## config.mk

```make
export PLATFORM = sky130hd
export DESIGN_NAME = fast_corner_collector
export DESIGN_NICKNAME = d
export VERILOG_FILES = /design/src/rtl/fast_pkg.sv /design/src/rtl/fast_corner_collector_fifo.sv /design/src/rtl/fast_corner_collector.sv
export SDC_FILE = /design/constraint.sdc
export NUM_CORES = 2
export LEC_CHECK = 0
export BUFFER_PORTS_ARGS = -buffer_cell sky130_fd_sc_hd__buf_2
export CORE_MARGIN = 2
export CORE_UTILIZATION = 29
export DETAILED_ROUTE_END_ITERATION = 16
export SYNTH_ARGS = -nofsm -noshare
export SYNTH_HDL_FRONTEND = slang
export SYNTH_SLANG_ARGS = --single-unit
```

## constraint.sdc

```tcl
create_clock -name i_clk -period 3.3 [get_ports i_clk]
set_input_delay 0.33 -clock i_clk [delete_from_list [all_inputs] [get_ports i_clk]]
set_output_delay 0.33 -clock i_clk [all_outputs]
set_load 0.02 [all_outputs]
```

## src/rtl/fast_pkg.sv

```systemverilog
// Shared types and helpers for the FAST corner collection path.
package fast_pkg;
    typedef enum logic [1:0] {
        NONE   = 2'd0,
        BRIGHT = 2'd1,
        DARK   = 2'd2
    } kp_type_e;

    localparam int DEF_X_W = 11;
    localparam int DEF_Y_W = 11;
    localparam int KP_W    = 2 + DEF_Y_W + DEF_X_W;
    localparam int CNT_W   = 16;

    typedef struct packed {
        kp_type_e             kp_type;
        logic [DEF_Y_W-1:0]   y;
        logic [DEF_X_W-1:0]   x;
    } kp_t;

    function automatic logic is_corner(input logic [7:0] d);
        return (d == 8'd1) || (d == 8'd2);
    endfunction

    function automatic logic [CNT_W-1:0] sat_inc(input logic [CNT_W-1:0] v);
        return (v == '1) ? v : v + 1'b1;
    endfunction
endpackage

```

## src/rtl/fast_corner_collector_fifo.sv

```systemverilog
// First-word-fall-through FIFO; push while full is accepted when a pop retires an entry the same cycle.
module sync_fifo_fwft #(
    parameter int WIDTH = 24,
    parameter int DEPTH = 64
) (
    input  logic             i_clk,
    input  logic             i_rst_n,
    input  logic             push,
    input  logic [WIDTH-1:0] wdata,
    input  logic             pop,
    output logic [WIDTH-1:0] rdata,
    output logic             full,
    output logic             empty
);
    localparam int AW = (DEPTH > 1) ? $clog2(DEPTH) : 1;

    logic [WIDTH-1:0] mem [DEPTH];
    logic [AW-1:0]    wr_ptr, rd_ptr;
    logic [AW:0]      cnt;
    logic             do_push, do_pop;

    assign empty   = (cnt == '0);
    assign full    = (cnt == (AW+1)'(DEPTH));
    assign do_pop  = pop & ~empty;
    assign do_push = push & (~full | do_pop);
    assign rdata   = empty ? '0 : mem[rd_ptr];

    always_ff @(posedge i_clk) begin
        if (do_push) mem[wr_ptr] <= wdata;
    end

    always_ff @(posedge i_clk) begin
        if (!i_rst_n) begin
            wr_ptr <= '0;
            rd_ptr <= '0;
            cnt    <= '0;
        end else begin
            if (do_push) wr_ptr <= wr_ptr + 1'b1;
            if (do_pop)  rd_ptr <= rd_ptr + 1'b1;
            cnt <= cnt + (AW+1)'(do_push) - (AW+1)'(do_pop);
        end
    end
endmodule

```

## src/rtl/fast_corner_collector.sv

```systemverilog
// Collects FAST corner classifications into a raster-ordered keypoint stream
// with per-frame accept/drop statistics.
module fast_corner_collector
    import fast_pkg::*;
#(
    parameter int IMG_WIDTH   = 640,
    parameter int IMG_HEIGHT  = 480,
    parameter int BORDER      = 3,
    parameter int X_W         = DEF_X_W,
    parameter int Y_W         = DEF_Y_W,
    parameter int FIFO_DEPTH  = 64,
    parameter int MAX_CORNERS = 500
) (
    input  logic                   i_clk,
    input  logic                   i_rst_n,
    input  logic                   i_image_vs,
    input  logic                   i_image_hs,
    input  logic                   i_image_en,
    input  logic [7:0]             i_image_data,
    output logic                   o_kp_valid,
    input  logic                   i_kp_ready,
    output logic [2+Y_W+X_W-1:0]   o_kp_data,
    output logic                   o_frame_done,
    output logic [15:0]            o_frame_corners,
    output logic [15:0]            o_frame_drops,
    output logic                   o_overflow
);
    localparam int KPW = 2 + Y_W + X_W;

    typedef struct packed {
        kp_type_e       kp_type;
        logic [Y_W-1:0] y;
        logic [X_W-1:0] x;
    } kp_loc_t;

    logic       s1_vs, s1_vs_d, s1_hs, s1_hs_d, s1_en;
    logic [7:0] s1_data;
    logic       vs_rise, vs_fall, hs_fall;

    // vs history resets high so a reset released mid-frame never looks like a frame start.
    always_ff @(posedge i_clk) begin
        if (!i_rst_n) begin
            s1_vs   <= 1'b1;
            s1_vs_d <= 1'b1;
            s1_hs   <= 1'b0;
            s1_hs_d <= 1'b0;
            s1_en   <= 1'b0;
            s1_data <= '0;
        end else begin
            s1_vs   <= i_image_vs;
            s1_vs_d <= s1_vs;
            s1_hs   <= i_image_hs;
            s1_hs_d <= s1_hs;
            s1_en   <= i_image_en;
            s1_data <= i_image_data;
        end
    end

    assign vs_rise = s1_vs & ~s1_vs_d;
    assign vs_fall = ~s1_vs & s1_vs_d;
    assign hs_fall = ~s1_hs & s1_hs_d;

    logic           frame_active;
    logic [X_W-1:0] x_cnt;
    logic [Y_W-1:0] y_cnt;
    logic           pix_en;

    assign pix_en = frame_active & s1_hs & s1_en;

    always_ff @(posedge i_clk) begin
        if (!i_rst_n) begin
            frame_active <= 1'b0;
            x_cnt        <= '0;
            y_cnt        <= '0;
        end else begin
            if (vs_rise)      frame_active <= 1'b1;
            else if (vs_fall) frame_active <= 1'b0;

            if (vs_rise) begin
                x_cnt <= '0;
                y_cnt <= '0;
            end else if (hs_fall) begin
                x_cnt <= '0;
                if (y_cnt != '1) y_cnt <= y_cnt + 1'b1;
            end else if (pix_en && x_cnt != '1) begin
                x_cnt <= x_cnt + 1'b1;
            end
        end
    end

    logic x_ok, y_ok, cand;

    assign x_ok = (x_cnt >= X_W'(BORDER)) && (x_cnt < X_W'(IMG_WIDTH - BORDER));
    assign y_ok = (y_cnt >= Y_W'(BORDER)) && (y_cnt < Y_W'(IMG_HEIGHT - BORDER));
    assign cand = pix_en & is_corner(s1_data) & x_ok & y_ok;

    logic    s2_vld;
    kp_loc_t s2_kp;

    always_ff @(posedge i_clk) begin
        if (!i_rst_n) begin
            s2_vld <= 1'b0;
            s2_kp  <= '0;
        end else begin
            s2_vld <= cand;
            s2_kp  <= '{kp_type: kp_type_e'(s1_data[1:0]), y: y_cnt, x: x_cnt};
        end
    end

    logic [15:0] acc_cnt, drp_cnt, acc_nxt, drp_nxt;
    logic        fifo_full, fifo_empty, fifo_pop, fifo_push;
    logic        cap_hit, fifo_block, ovf_set;

    assign fifo_pop   = o_kp_valid & i_kp_ready;
    assign cap_hit    = (acc_cnt == 16'(MAX_CORNERS));
    assign fifo_block = fifo_full & ~fifo_pop;
    assign fifo_push  = s2_vld & ~cap_hit & ~fifo_block;
    assign ovf_set    = s2_vld & ~cap_hit & fifo_block;
    assign acc_nxt    = fifo_push ? sat_inc(acc_cnt) : acc_cnt;
    assign drp_nxt    = (s2_vld & ~fifo_push) ? sat_inc(drp_cnt) : drp_cnt;

    sync_fifo_fwft #(.WIDTH(KPW), .DEPTH(FIFO_DEPTH)) u_fifo (
        .i_clk   (i_clk),
        .i_rst_n (i_rst_n),
        .push    (fifo_push),
        .wdata   (s2_kp),
        .pop     (fifo_pop),
        .rdata   (o_kp_data),
        .full    (fifo_full),
        .empty   (fifo_empty)
    );

    assign o_kp_valid = ~fifo_empty;

    // The stage-2 write lands in the old frame's counts before a vs rise restarts them.
    always_ff @(posedge i_clk) begin
        if (!i_rst_n) begin
            acc_cnt         <= '0;
            drp_cnt         <= '0;
            o_overflow      <= 1'b0;
            o_frame_done    <= 1'b0;
            o_frame_corners <= '0;
            o_frame_drops   <= '0;
        end else begin
            o_frame_done <= 1'b0;
            acc_cnt      <= acc_nxt;
            drp_cnt      <= drp_nxt;
            if (ovf_set) o_overflow <= 1'b1;
            if (vs_fall && frame_active) begin
                o_frame_corners <= acc_nxt;
                o_frame_drops   <= drp_nxt;
                o_frame_done    <= 1'b1;
            end
            if (vs_rise) begin
                acc_cnt    <= '0;
                drp_cnt    <= '0;
                o_overflow <= 1'b0;
            end
        end
    end
endmodule

```

==> impl_results.md <==
- Starting DRC count in detailed routing: 4333
- Failing checks: negative setup slack
- CTS Buffer Depth: 3
- Required time of the critical path: 2970 ps
- Filler Cell Count: 20500
- CTS tree: built
- Synth unique cells: 66
- Class of the most critical setup path: reg -> out
- Initial antenna violation count: 8
- Post-Synthesis Cell Area: 64700 um2
- Area post-placement: 71600 um2
- Final setup vio count: 24
- Register area share after synthesis: 76.0%
- RSZ-0062 raised after global routing: yes
- Post-Layout Inst Area: 79700 um2
- YS warnings: 0
- Routability cong.: 0.835
- Most frequent cells in the layout: 1536 x edfxtp_1, 385 x mux4_2, 255 x buf_4
- Peak VDD IR: 0.477 mV
- Final Cycle Share: 109%
- Remaining antenna violation count: 0
- Crit Path Max Fanout: 8
- Via count: 34100
- Sink Count: 1688
- Grt total ovfl: 0
- Skew final: 86.6 ps
- Fin worst setup slack: -304 ps
- Total chip power: 49.7 mW
- Total GRT Usage: 15.3%
- Arr. time, crit path: 3270 ps
- Avg Inst Size Synth: 20.3 um2
- Rows: 173
- Largest net degree at the start of global routing: 69
- Nets: 3729
- Clk slew on worst S/H paths: 60 ps
- Max_slew headroom: 22.2%
- P&R area growth vs syn: 23.2%
- Synthesized Nets: 3229
- PwrDens: 624 nW/um2
- # port buffers: 72
- Top FF cell, synth: edfxtp_1
- First-pass GRT wire length: 252 mm
- Wirelength per Cell: 26.5 um
- Hpwl dp: 109 mm
- Post-Place Worst Slack: -377 ps
- First-pass detailed-route iteration total: 5
- Hold Fails Final Rpt: 0
- Post-Syn Instances: 3196
- Post-route DRC: 0
- Die Width: 476 um
- Element type at the critical path end: output port
- Die Ht: 476 um
- Placed cell count: 6398
- Vias in the first global route: 33500
- CTS Root Cell: clkbuf_16
- Worst skew pair latency: 840 ps
- CP Launch Type: flop
- Tmin final: 3600 ps
- Depth of the CTS H-tree: 4
- Max Clock Freq: 277 MHz
- Initial Utilization: 29.1%
- Storage element area: 49200 um2
- Max-cap check violation count: 0
- #FFs+latches synth: 1688
- Number of CTS-inserted buffers: 170
- Multi-input gate area: 15600 um2
- Max-slew violation count: 0
- HP Class: in -> reg
- Max stage delay on crit path: 550 ps
- Post-synth ARST share: 0%
- DR vias/cell: 5.01
- Commonest non-fill, non-tap cell in the layout: edfxtp_1
- Run status: finished with violations
- CP cell instances: buf_12, buf_16, clkbuf_16, buf_12, mux4_2, mux2i_4, a211oi_4, a22o_1, buf_12, buf_12
- Fin cells: 6814
- Die ar.: 227000 um2
- Fin util: 35.9%
- Core area: 222000 um2
- I/O pin cnt: 73
- Slowest cell on the critical path: mux4_2
- Leakage Power: 26.2 nW
- Post-synth EDFFs: 1536
- Slew @ Worst Pin: 1170 ps
- Wirelength, routed: 181 mm
- CP dominant cell by count: buf_12
- Layout cell share with drive strength beyond 1: 35.7%
## synthesized netlist by cell type, types with 43 or more instances
library cell | n | area share, %
edfxtp_1 | 1536 | 71
mux4_2 | 385 | 13
nor2_1 | 191 | 1.1
dfxtp_1 | 152 | 4.7
o22ai_1 | 87 | 0.84
nand2_1 | 80 | 0.46
o21ai_0 | 79 | 0.61
mux2i_1 | 66 | 1.0
clkbuf_1 | 64 | 0.37
buf_4 | 43 | 0.50
## stage by stage
step	hold slack (ps)	TNS (ps)
detailed placement	475	-672
CTS	64.8	-7430
floorplan	427	0
finish	143	-5560
global route	128	-7520
global placement	443	-1540
## area by class of cell
type	instances	area share (%)
clock buffers	206	5.52
multi-input cells	1316	19.6
clock inverters	106	1.27
diodes	3	0.00942
flip-flops and latches	1688	61.7
inverters	23	0.108
repair buffers	497	7.10
well taps	2975	4.67
## worst max-delay path: cells and delay by family (launching register included)
family	cells	cell delay (ps)
multiplexers	2	770
buffers and inverters	6	910
AO/OA/AOI/OAI	2	400
flip-flops	1	370
## per-layer routing
layer,global-route usage [%],vias up,wire (um)
li1,-,14200,-
met1,21.8,18200,76200
met2,23.7,1524,84200
met3,3.35,223,16200
met4,4.14,2,4110
met5,0,-,7
## timing repair
action / in CTS / in global routing
pin swaps: 3 / 27
setup buffers: 33 / 44
cloned: 7 / 11
hold buffers: 11 / 0
resized for setup: 144 / 192
setup endpoints to repair: 24 / 25
hold endpoints to repair: 11 / 0
## path summary, 6_finish.rpt
kind | slack, ps | depth (start not counted) | to | start
max reg2reg | 200 | 16 | u_fifo.cnt[6] | u_fifo.cnt[2]
max | -300 | 10 | o_kp_data[2] | flop
min reg2reg | 480 | 2 | o_overflow | o_overflow
min | 140 | 3 | o_frame_drops[13] | i_rst_n
## state kept, by name, summed over array words and instances, names as in the netlist, 6 cells and up, named ones only
signal / cells
s1_data: 8
u_fifo.wr_ptr: 6
u_fifo.rd_ptr: 6
u_fifo.cnt: 7
s2_kp: 24
drp_cnt: 16
y_cnt: 11
o_frame_corners: 16
acc_cnt: 16
o_frame_drops: 16
u_fifo.mem: 1536
x_cnt: 11
## power breakdown
part	internal (mW)	total [mW]	switching, mW
clock network	10.3	18.7	8.37
logic	4.01	7.86	3.85
registers	23.1	23.2	0.0923
total	37.4	49.7	12.3
## cell families after synthesis
| logic type | after synthesis | synth area share [%] |
|---|---|---|
| adder cells (fa/ha/maj) | 19 | 0.379 |
| multiplexers | 457 | 14.5 |
| AND/OR/NAND/NOR | 485 | 3.69 |
| XOR/XNOR | 51 | 0.690 |
| AO/OA/AOI/OAI | 304 | 3.00 |
| flip-flops | 1688 | 76.0 |
| buffers and inverters | 192 | 1.74 |
Note: power is estimated with default switching activity, not from simulation.
